## src/rtl/fx2_pkg.sv

```systemverilog
// Shared definitions for the FX2 slave-FIFO arbiter: FIFO address codes,
// channel indices and the bus sequencing state encoding.
package fx2_pkg;

   localparam logic [1:0] ADR_FIFO2 = 2'b00;
   localparam logic [1:0] ADR_FIFO4 = 2'b10;
   localparam logic [1:0] ADR_FIFO5 = 2'b11;

   localparam logic [1:0] CH_RD  = 2'd0;
   localparam logic [1:0] CH_WR0 = 2'd1;
   localparam logic [1:0] CH_WR1 = 2'd2;

   typedef enum logic [1:0] {
      SETUP  = 2'd0,
      XFER   = 2'd1,
      PKTEND = 2'd2,
      TURN   = 2'd3
   } arb_state_t;

   function automatic logic [1:0] chan_adr(input logic [1:0] ch);
      case (ch)
         CH_WR0:  return ADR_FIFO4;
         CH_WR1:  return ADR_FIFO5;
         default: return ADR_FIFO2;
      endcase
   endfunction

endpackage

```

## src/rtl/rr_pick3.sv

```systemverilog
// Combinational round-robin picker over three channels (0 -> 1 -> 2 -> 0),
// starting the search at the channel after the current owner.
module rr_pick3
   import fx2_pkg::*;
(
   input  logic [2:0] elig,
   input  logic [1:0] cur,
   output logic [1:0] nxt,
   output logic       any_other
);

   logic [1:0] c1;
   logic [1:0] c2;

   always_comb begin
      case (cur)
         CH_WR0:  begin c1 = CH_WR1; c2 = CH_RD;  end
         CH_WR1:  begin c1 = CH_RD;  c2 = CH_WR0; end
         default: begin c1 = CH_WR0; c2 = CH_WR1; end
      endcase
      any_other = elig[c1] | elig[c2];
      nxt       = cur;
      if (elig[c1])      nxt = c1;
      else if (elig[c2]) nxt = c2;
   end

endmodule

```

## src/rtl/fx2_fifo_arbiter.sv

```systemverilog
// Sequences the shared FX2 slave-FIFO bus between the FIFO2 command reader
// and the FIFO4/FIFO5 writers with turnaround, burst limiting and PKTEND.
module fx2_fifo_arbiter
   import fx2_pkg::*;
#(
   parameter int unsigned MAX_BURST = 64,
   parameter int unsigned BURST_W   = 7
)(
   input  logic       FIFO_clk,
   input  logic       reset,
   input  logic       fifo2_empty,
   input  logic       fifo4_full,
   input  logic       fifo5_full,
   input  logic [7:0] FIFO_DATAIN,
   output logic [7:0] FIFO_DATAOUT,
   output logic       FIFO_DATAOUT_OE,
   output logic       FIFO_RD,
   output logic       FIFO_WR,
   output logic       FIFO_PKTEND,
   output logic [1:0] FIFO_FIFOADR,
   input  logic       rd_ready,
   output logic [7:0] rd_data,
   output logic       rd_strobe,
   input  logic [1:0] wr_valid,
   input  logic [7:0] wr_data0,
   input  logic [7:0] wr_data1,
   output logic [1:0] wr_ready,
   input  logic [1:0] pktend_req,
   output logic [1:0] pktend_ack,
   output logic [1:0] grant
);

   localparam logic [BURST_W-1:0] BURST_MAX = BURST_W'(MAX_BURST);

   arb_state_t         state, state_nx;
   logic [1:0]         owner, pend_owner, pick;
   logic [BURST_W-1:0] burst_cnt, burst_inc;
   logic [2:0]         elig;
   logic [1:0]         wr_go;
   logic               rd_go, any_other, is_wr, wch, xfer, at_limit;

   assign wr_go = wr_valid & ~{fifo5_full, fifo4_full};
   assign rd_go = rd_ready & ~fifo2_empty;
   assign elig  = {wr_go[1] | pktend_req[1], wr_go[0] | pktend_req[0], rd_go};
   assign is_wr = (owner != CH_RD);
   assign wch   = (owner == CH_WR1);

   assign grant        = owner;
   assign FIFO_FIFOADR = chan_adr(owner);
   assign FIFO_DATAOUT = (owner == CH_WR1) ? wr_data1 :
                         (owner == CH_WR0) ? wr_data0 : '0;

   rr_pick3 u_pick (
      .elig      (elig),
      .cur       (owner),
      .nxt       (pick),
      .any_other (any_other)
   );

   // The limit test includes this cycle's transfer so the last burst strobe
   // is followed directly by TURN, keeping the penalty at two bus cycles.
   assign burst_inc = burst_cnt + BURST_W'(xfer);
   assign at_limit  = (burst_inc == BURST_MAX);

   always_comb begin
      state_nx        = state;
      FIFO_RD         = 1'b0;
      FIFO_WR         = 1'b0;
      FIFO_PKTEND     = 1'b0;
      FIFO_DATAOUT_OE = 1'b0;
      wr_ready        = '0;
      pktend_ack      = '0;
      xfer            = 1'b0;
      case (state)
         SETUP: begin
            FIFO_DATAOUT_OE = is_wr;
            state_nx        = XFER;
         end
         XFER: begin
            FIFO_DATAOUT_OE = is_wr;
            if (is_wr) begin
               FIFO_WR       = wr_go[wch];
               wr_ready[wch] = wr_go[wch];
               xfer          = wr_go[wch];
            end else begin
               FIFO_RD = rd_go;
               xfer    = rd_go;
            end
            if (is_wr && pktend_req[wch] && !wr_valid[wch])
               state_nx = PKTEND;
            else if (any_other && (!elig[owner] || at_limit))
               state_nx = TURN;
         end
         PKTEND: begin
            FIFO_DATAOUT_OE = 1'b1;
            FIFO_PKTEND     = 1'b1;
            pktend_ack[wch] = 1'b1;
            state_nx        = XFER;
         end
         TURN: state_nx = SETUP;
         default: state_nx = SETUP;
      endcase
   end

   always_ff @(posedge FIFO_clk or posedge reset) begin
      if (reset) begin
         state      <= SETUP;
         owner      <= CH_RD;
         pend_owner <= CH_RD;
         burst_cnt  <= '0;
         rd_data    <= '0;
         rd_strobe  <= 1'b0;
      end else begin
         state     <= state_nx;
         rd_strobe <= FIFO_RD;
         if (FIFO_RD) rd_data <= FIFO_DATAIN;
         case (state)
            XFER: begin
               if (state_nx == TURN) begin
                  pend_owner <= pick;
                  burst_cnt  <= burst_inc;
               end else if (at_limit) begin
                  burst_cnt <= '0;
               end else begin
                  burst_cnt <= burst_inc;
               end
            end
            TURN: begin
               owner     <= pend_owner;
               burst_cnt <= '0;
            end
            default: ;
         endcase
      end
   end

endmodule

```

## config.mk

```make
export PLATFORM = sky130hd
export DESIGN_NAME = fx2_fifo_arbiter
export DESIGN_NICKNAME = d
export VERILOG_FILES = /design/src/rtl/fx2_pkg.sv /design/src/rtl/rr_pick3.sv /design/src/rtl/fx2_fifo_arbiter.sv
export SDC_FILE = /design/constraint.sdc
export NUM_CORES = 1
export LEC_CHECK = 0
export ABC_CLOCK_PERIOD_IN_PS = 4300
export BUFFER_PORTS_ARGS = -buffer_cell sky130_fd_sc_hd__buf_2
export CAP_MARGIN = 40
export CELL_PAD_IN_SITES_DETAIL_PLACEMENT = 0
export CELL_PAD_IN_SITES_GLOBAL_PLACEMENT = 1
export CORE_ASPECT_RATIO = 2
export CORE_UTILIZATION = 25
export DETAILED_ROUTE_END_ITERATION = 16
export PLACE_DENSITY = 0.69
export SYNTH_ARGS = -nofsm -noshare
export SYNTH_HDL_FRONTEND = slang
export SYNTH_SLANG_ARGS = --single-unit
```

## constraint.sdc

```tcl
create_clock -name FIFO_clk -period 4.3 [get_ports FIFO_clk]
set_input_delay 0.645 -clock FIFO_clk [delete_from_list [all_inputs] [get_ports FIFO_clk]]
set_output_delay 0.645 -clock FIFO_clk [all_outputs]
set_load 0.02 [all_outputs]
```

==> impl_metrics.toml, run 1 <==
[status]
outcome = "completed"

[floorplan]
std_cell_rows = 38
start_util_pct = 26.2
core_um2 = 5520
dieArea_um2 = 6110
die_y_um = 110
die_w_um = 55.8
io_pins = 63

[timing]
slew_headroom_pct = 66.2
fmaxAchievable_mhz = 284
finalHoldViolCount = 0
slew_violations = 0
setup_viol_count_final = 0
fin_worst_skew_ns = 0.00196
final.setup.tns_ns = 0
period_minus_slack_ns = 3.52
rsz0062_at_grt = "false"
worst_pin_slew_ns = 0.506
post-route-period-util_pct = 81.8

[worst_setup_path]
critPathKind = "reg2reg"
r2r-start = "state[0]"
cp_slowest_stage_delay_ns = 0.45
crit_path_max_fanout = 11
crit_required_ns = 4.46
cp-end-kind = "register"
critPathMostFrequentCell = "ha_1"
crit_family = "simple AND/OR/NAND/NOR gates"
cp_slowest_cell = "dfrtp_1"
startpoint_type = "register"
worstPathArrival_ns = 3.67
path_cells = "inv_1 -> nor2_1 -> buf_4 -> nand3_1 -> clkinv_1 -> or2_2 -> ha_1 -> ha_1 -> nor3_1 -> a31oi_1 -> nor4_2 -> a21oi_1 -> nor3_2 -> mux2_4"
cp-startpoint = "state[0]"
crit_buf_inv = 3

[synthesis]
synth_top_area_cell = "dfrtp_1"
ys_warn_count = 0
syn_area_per_cell_um2 = 8.81
synth.most_common_cell = "nand2_1"
ys_seq_elements = 22
synth_cells = 164
synth_top_area_share_pct = 38.1
syn-cell-area_um2 = 1450
ys_types = 40
async_reset_ff_share_pct = 100
ys_seq_area_share_pct = 38.1
synth_common_cells = "34 x nand2_1, 22 x dfrtp_1, 11 x a22o_1"
synth_ff_type = "dfrtp_1"
synth.net_count = 204
yosys-top-cells-area = "dfrtp_1 38%, nand2_1 8.8%, a22o_1 6.7%"
synth_edf_count = 0

[global_route]
grt_use_total_pct = 13.0
grt_overflow_total = 0
grt_max_degree = 21
antenna_found_initial = 0
grt_pass1_wl_mm = 6.19
grt_pass1_vias = 1361

[detailed_routing]
drc = 0
vias_per_cell = 4.94
vias = 1419
drt_iter0_drc = 18
wl_mm = 3.95
post_drt_wl_per_cell_um = 13.7
dr.pass1.iters = 4
final_antenna_net_count = 0

[cts]
cts_tree = "done"
clockBufferDepth = 2
clk_latency_ns = 0.27
ctsHoldBuffers = 0
cts_resized = 0
cts.sinks = 22
cts_root_buf = "clkbuf_8"
h-tree-depth = 1
cts_made_buffers = 3
cts_setup_buffers = 0
path_clk_slew_ns = 0.08

[worst_hold_path]
hold_class = "in2async"

[finish]
area_delta_synth_final_pct = 31.0
nets = 268
drive_gt1_share_pct = 35.2
diodes = 0
design_area_um2 = 1890

[placement]
port_buffers = 62
place.gp.congestion = 0.803
place_hpwl_mm = 3.25
dpl-instance-area_um2 = 1820

[pwr]
vdd_ir_drop_max_mv = 0.316
power_density_nw_per_um2 = 693
total_leakage_power_uw = 0.000989

[job]
drv_cap = 0
-- placed cells by master (no fill, tap or decap), types with 4 or more instances in the layout --
master and n:
nor3_1 5, nor2_1 8, inv_1 7, a22o_1 11, buf_2 62, ha_1 6
nand3_1 5, dfrtp_1 22, nand2_1 34, a21oi_1 9, o2bb2ai_1 4, o21ai_0 7
nor2b_1 5
-- final timing paths --
kind                                      end  slack [ns]  depth (start not counted)
worst max-delay path            pend_owner[1]        0.78                         14
worst min-delay path            pend_owner[0]        0.37                          2
worst max register to register  pend_owner[1]        0.78                         14
worst min register to register     rd_data[6]        0.47                          2
max in group asynchronous          rd_data[2]        3.49                          3
min in group FIFO_clk              rd_data[6]        0.47                          2
-- state kept, by name, summed over array words and instances, names as in the netlist --
| name | cells |
|---|---|
| pend_owner | 2 |
| rd_strobe | 1 |
| burst_cnt | 7 |
| grant | 2 |
| rd_data | 8 |
| state | 2 |
-- power by group --
part	internal (uW)	switching [uW]	leakage, uW	total (uW)
logic	298	474	0.000668	772
registers	278	66.7	0.000284	345
clock network	124	69.9	0.0000357	194
total	701	611	0.000989	1310
-- final cells by class --
| type | instances | area (um^2) |
|---|---|---|
| sequential | 22 | 551 |
| multi-input combinational | 127 | 818 |
| fill | 585 | 3620 |
| clock inverter | 1 | 30.0 |
| tap | 60 | 75.1 |
| inverter | 8 | 30.0 |
| clock buffer | 3 | 41.3 |
| timing repair buffer | 66 | 348 |
-- layer usage --
metal	global-route usage, %	routed length [um]	vias up
met5	0	0	-
met4	9.29	197	0
met3	1.06	99	11
met2	25.7	2270	36
met1	12.3	1380	668
li1	-	-	704
-- cells by family (layout without fill, tap and decap cells) --
| logic type | after synthesis | count (layout) | share of synthesized area, % |
|---|---|---|---|
| compound gates | 42 | 42 | 21.4 |
| xor+xnor | 3 | 3 | 1.82 |
| fa+ha+maj | 6 | 6 | 5.19 |
| buf+inv | 15 | 78 | 5.28 |
| flops | 22 | 22 | 38.1 |
| mux | 6 | 6 | 4.67 |
| simple gates | 70 | 70 | 23.6 |
-- through the flow --
| step | total power (uW) | hold slack, ns | setup WS [ns] | util, % | std cells |
|---|---|---|---|---|---|
| after detailed placement | 1130 | 0.457 | 0.770 | 33.0 | 283 |
| after CTS | 1330 | 0.391 | 0.755 | 34.3 | 287 |
| final | 1310 | 0.375 | 0.784 | 34.3 | 287 |
| after global routing | 1410 | 0.415 | 0.466 | 34.3 | 287 |
| after global placement | 1120 | 0.456 | 0.829 | 32.8 | 282 |
| after floorplan | 890 | 0.464 | 0.640 | - | 164 |
-- worst register-to-register path: cells and delay by family (launching register included) --
kind	cells	cell delay [ns]
compound gates	2	0.20
flops	1	0.45
simple gates	6	1.40
buf+inv	3	0.58
fa+ha+maj	2	0.46
mux	1	0.33
(Power assumes the default switching activity.)
==> run 2, diff against run 1 <==
ABC_CLOCK_PERIOD_IN_PS = 3300   (was 4300)
clock period = 3.3 ns   (was 4.3 ns; I/O delays follow)
==> run 2 against run 1 <==
  * Maximum frequency rose by 14%
  * Critical path depth fell by 1
  * Clock power rose by 34%
  * Cell count rose by 1.4%
  * Clock skew barely moved
  * Die area did not move
  * Critical path type unchanged
  * Largest cell class unchanged
  * Highest routed layer unchanged
==> impl_metrics.toml, run 2 (synthesized netlist as in run 1, its figures left out) <==
[cts]
clockBufferDepth = 2
cts_made_buffers = 3
path_clk_slew_ns = 0.08
clk_latency_ns = 0.28
cts.sinks = 22
cts_root_buf = "clkbuf_8"
cts_resized = 0
cts_tree = "done"
cts_setup_buffers = 0
h-tree-depth = 1
ctsHoldBuffers = 0

[timing]
period_minus_slack_ns = 3.09
slew_headroom_pct = 65.0
slew_violations = 0
finalHoldViolCount = 0
worst_pin_slew_ns = 0.525
post-route-period-util_pct = 93.7
fin_worst_skew_ns = 0.00221
holdWs_ns = 0.216
rsz0062_at_grt = "false"
final.setup.tns_ns = 0
finalWorstSetupSlack_ns = 0.207
fmaxAchievable_mhz = 323
setup_viol_count_final = 0

[finish]
diodes = 0
finalNonFillerCells = 291
top_register = "rd_data"
layout_commonest_cell = "buf_2"
drive_gt1_share_pct = 38.5
largest_reg_flops = 8
top_regs = "rd_data (8), burst_cnt (7)"
nets = 272
fill_cells = 624
area_delta_synth_final_pct = 34.9
final_cell_mix = "62 x buf_2, 34 x nand2_1, 21 x dfrtp_1"

[placement]
dp_cells = 287
place.gp.congestion = 0.818
place_hpwl_mm = 3.33
pre_cts_ws_ns = 0.174
port_buffers = 62

[status]
outcome = "completed"

[floorplan]
io_pins = 63
std_cell_rows = 38
die_w_um = 55.8
die_y_um = 110
dieArea_um2 = 6110
start_util_pct = 26.2
core_um2 = 5520

[worst_setup_path]
startpoint_type = "register"
cp-startpoint = "grant[1]"
r2r_cells = 13
crit_required_ns = 3.47
critPathKind = "reg2reg"
crit_path_end = "pend_owner[1]"
reg2reg_slack_ns = 0.21
cp-end-kind = "register"
reg2reg_to = "pend_owner[1]"
r2r-start = "grant[1]"
worstPathArrival_ns = 3.26
crit_path_max_fanout = 6

[global_route]
grt_overflow_total = 0
grt_max_degree = 21
grt_pass1_wl_mm = 6.22
grt_pass1_vias = 1281
antenna_found_initial = 0
grt_use_total_pct = 13.2

[detailed_routing]
drc = 0
vias_per_cell = 4.87
wl_mm = 4.04
post_drt_wl_per_cell_um = 13.9
final_antenna_net_count = 0
dr.pass1.iters = 4
vias = 1416
drt_iter0_drc = 31

[pwr]
total_leakage_power_uw = 0.00101
vdd_ir_drop_max_mv = 0.400
power_density_nw_per_um2 = 900
p_total_uw = 1750

[worst_hold_path]
hold_class = "in2async"

[job]
drv_cap = 0
## run 2: cell types whose count changed in the layout (fill, tap and decap cells not counted), sizes merged
cell  before  now
buf       66   70
## run 2: area by class of cell
type | instances | area [um^2] | share of cell area, %
inverter | 8 | 35.0 | 1.80
timing repair buffer | 70 | 378 | 19.4
tap | 60 | 75.1 | 3.85
clock inverter | 1 | 30.0 | 1.54
sequential | 22 | 552 | 28.3
clock buffer | 3 | 41.3 | 2.12
multi-input combinational | 127 | 838 | 43.0
## run 2: worst min-delay path by stage
| stage | start | endpoint | cells past startpoint | slack (ns) |
|---|---|---|---|---|
| 2_1_floorplan | pend_owner[0] | pend_owner[0] | 2 | 0.46 |
| 3_3_place_gp | rd_data[5] | rd_data[5] | 2 | 0.45 |
| 3_5_place_dp | rd_data[6] | rd_data[6] | 2 | 0.46 |
| 4_1_cts | reset | rd_data[2] | 2 | 0.23 |
| 5_1_grt | reset | rd_data[1] | 2 | 0.26 |
| 6_report | reset | rd_data[1] | 2 | 0.22 |
## run 2: routing by layer
layer  up-vias  wire (um)  track usage [%]
met2        34       2370             27.1
li1        707          -                -
met1       669       1490             13.1
met5         -          0                0
met3         6         95            0.824
met4         0         87             6.43
## run 2: power by group
group	switching, uW	total [uW]	internal [uW]
clock	97.6	260	163
combinational	631	1040	409
sequential	91.0	455	364
total	820	1750	935
## run 2: per-stage QoR
step / util (%) / instance area (um^2)
floorplan: - / 1470
global placement: 33.8 / 1860
detailed placement: 34.1 / 1880
CTS: 35.3 / 1950
global route: 35.3 / 1950
finish: 35.3 / 1950
## run 2: worst max-delay path, stage by stage (launching register included)
cell      delay, ns
dfrtp_1        0.47
inv_1          0.09
ha_1           0.29
nand3_2        0.14
clkinv_4       0.05
or2_2          0.29
ha_1           0.21
ha_1           0.24
nor3_1         0.19
a31oi_1        0.07
nor4_2         0.25
a21oi_1        0.13
nor3_2         0.25
mux2_4         0.32
==> run 3, diff against run 2 <==
SYNTH_HIERARCHICAL = 1   (was unset)
==> run 3 against run 2 <==
  * Combinational power decreased by 5%
  * Worst setup slack improved by 0.062 ns
  * Routed wire length decreased by 0.30%
  * Via count increased by 3.2%
  * Cell area increased by 2.4%
  * Synthesized cell count increased by 2.4%
  * Maximum frequency increased by 2.1%
  * Critical endpoint is now pend_owner[0]
  * Largest cell class unchanged
  * Highest routed layer unchanged
==> impl_metrics.toml, run 3 <==
[timing]
finalHoldViolCount = 0
worst_pin_slew_ns = 0.507
fmaxAchievable_mhz = 330
holdWs_ns = 0.233
final.setup.tns_ns = 0
setup_viol_count_final = 0
period_minus_slack_ns = 3.03
fin_worst_skew_ns = 0.00472
post-route-period-util_pct = 91.8
slew_violations = 0
rsz0062_at_grt = "false"
slew_headroom_pct = 65.8

[status]
outcome = "completed"

[global_route]
grt_overflow_total = 0
grt_max_degree = 16
grt_pass1_wl_mm = 6.30
antenna_found_initial = 0
grt_pass1_vias = 1382
grt_use_total_pct = 13.1

[worst_setup_path]
cp_slowest_stage_delay_ns = 0.46
worstPathArrival_ns = 3.17
startpoint_type = "register"
crit_path_max_fanout = 7
reg2reg_to = "pend_owner[0]"
r2r_cells = 10
crit_required_ns = 3.44
path_cells = "inv_1 -> ha_1 -> a211o_1 -> nand2_1 -> ha_1 -> and4_4 -> or4_1 -> a221o_1 -> a21oi_2 -> mux2_1"
critPathKind = "reg2reg"
critPathMostFrequentCell = "ha_1"
cp-end-kind = "register"
r2r-start = "grant[1]"
reg2reg_slack_ns = 0.27
cp_slowest_cell = "dfrtp_1"

[synthesis]
synth_common_cells = "38 x nand2_1, 22 x dfrtp_1, 8 x a22o_1"
ys_seq_elements = 22
synth.most_common_cell = "nand2_1"
synth_top_area_cell = "dfrtp_1"
synth_cells = 168
async_reset_ff_share_pct = 100
syn_area_per_cell_um2 = 8.71
ys_warn_count = 6
syn-cell-area_um2 = 1460
synth_top_area_share_pct = 37.6
synth.net_count = 209
ys_seq_area_share_pct = 37.6
yosys-top-cells-area = "dfrtp_1 38%, nand2_1 9.8%, ha_1 6.0%"
synth_ff_type = "dfrtp_1"
synth_edf_count = 0
ys_types = 43

[worst_hold_path]
hold_class = "in2async"

[placement]
port_buffers = 62
place_hpwl_mm = 3.30
place.gp.congestion = 0.820
dp_cells = 294
dpl-instance-area_um2 = 1890

[finish]
top_regs = "rd_data (8), burst_cnt (7)"
multi_input_area_um2 = 845
top_register = "rd_data"
final_util_pct = 35.3
fill_cells = 610
nets = 279
final_cell_mix = "62 x buf_2, 38 x nand2_1, 22 x dfrtp_1"
drive_gt1_share_pct = 36.3
area_delta_synth_final_pct = 36.4
design_area_um2 = 2000
diodes = 0
largest_reg_flops = 8
finalNonFillerCells = 298
layout_commonest_cell = "buf_2"
regArea_um2 = 551

[cts]
h-tree-depth = 1
cts_setup_buffers = 0
path_clk_slew_ns = 0.06
clockBufferDepth = 2
cts_root_buf = "clkbuf_16"
cts_made_buffers = 3
cts.sinks = 22
cts_resized = 0
cts_tree = "done"
clk_latency_ns = 0.26
ctsHoldBuffers = 0

[floorplan]
io_pins = 63
die_y_um = 110
start_util_pct = 25.8
dieArea_um2 = 6180
die_w_um = 56.1
core_um2 = 5660
std_cell_rows = 39

[detailed_routing]
dr.pass1.iters = 4
post_drt_wl_per_cell_um = 13.5
vias = 1462
vias_per_cell = 4.91
wl_mm = 4.03
final_antenna_net_count = 0
drc = 0
drt_iter0_drc = 48

[pwr]
power_density_nw_per_um2 = 879
vdd_ir_drop_max_mv = 0.403
total_leakage_power_uw = 0.00105

[job]
drv_cap = 0
run 3: cells by family (layout without fill, tap and decap cells):
kind of cell | count (synthesis) | count (layout) | synth area share, %
AO/OA/AOI/OAI | 40 | 40 | 20.0
AND/OR/NAND/NOR | 74 | 74 | 25.3
adder cells (fa/ha/maj) | 7 | 7 | 5.99
flip-flops | 22 | 22 | 37.6
XOR/XNOR | 1 | 1 | 0.599
multiplexers | 8 | 8 | 5.82
buffers and inverters | 16 | 85 | 4.62
run 3: worst max-delay path by stage:
stage / endpoint / slack, ns / startpoint
floorplan: pend_owner[0] / 0.06 / grant[0]
global placement: pend_owner[1] / 0.34 / fifo4_full
detailed placement: pend_owner[0] / 0.28 / grant[1]
CTS: pend_owner[0] / 0.26 / grant[1]
global route: pend_owner[0] / 0.12 / grant[1]
finish: pend_owner[0] / 0.27 / grant[1]
run 3: metrics by stage:
stage	setup WS [ns]	power, uW
4_1_cts	0.265	1780
3_5_place_dp	0.276	1430
5_1_grt	0.123	1900
6_report	0.269	1750
3_3_place_gp	0.336	1420
2_1_floorplan	0.0574	1120
run 3: final cells by class:
type,count,share of cell area [%]
clock buffers,3,3.76
clock inverters,1,1.50
inverters,11,2.07
multi-input cells,130,42.3
flip-flops and latches,22,27.6
well taps,61,3.82
repair buffers,70,18.9
run 3: report_power, final:
part	internal [uW]	switching (uW)	total [uW]
registers	360	63.8	423
clock network	241	100	341
logic	382	607	989
run 3: per-layer routing:
| layer | global-route usage, % | routed length, um | vias up |
|---|---|---|---|
| li1 | - | - | 730 |
| met1 | 12.9 | 1470 | 695 |
| met2 | 26.4 | 2370 | 30 |
| met3 | 1.40 | 103 | 7 |
| met4 | 6.79 | 82 | 0 |
| met5 | 0 | 0 | - |
run 3: worst max-delay path: cells and delay by family, from the launching register on:
kind            cells  cell delay [ns]
buf+inv             1             0.14
flops               1             0.46
simple gates        3             0.71
mux                 1             0.34
fa+ha+maj           2             0.51
compound gates      3             0.75
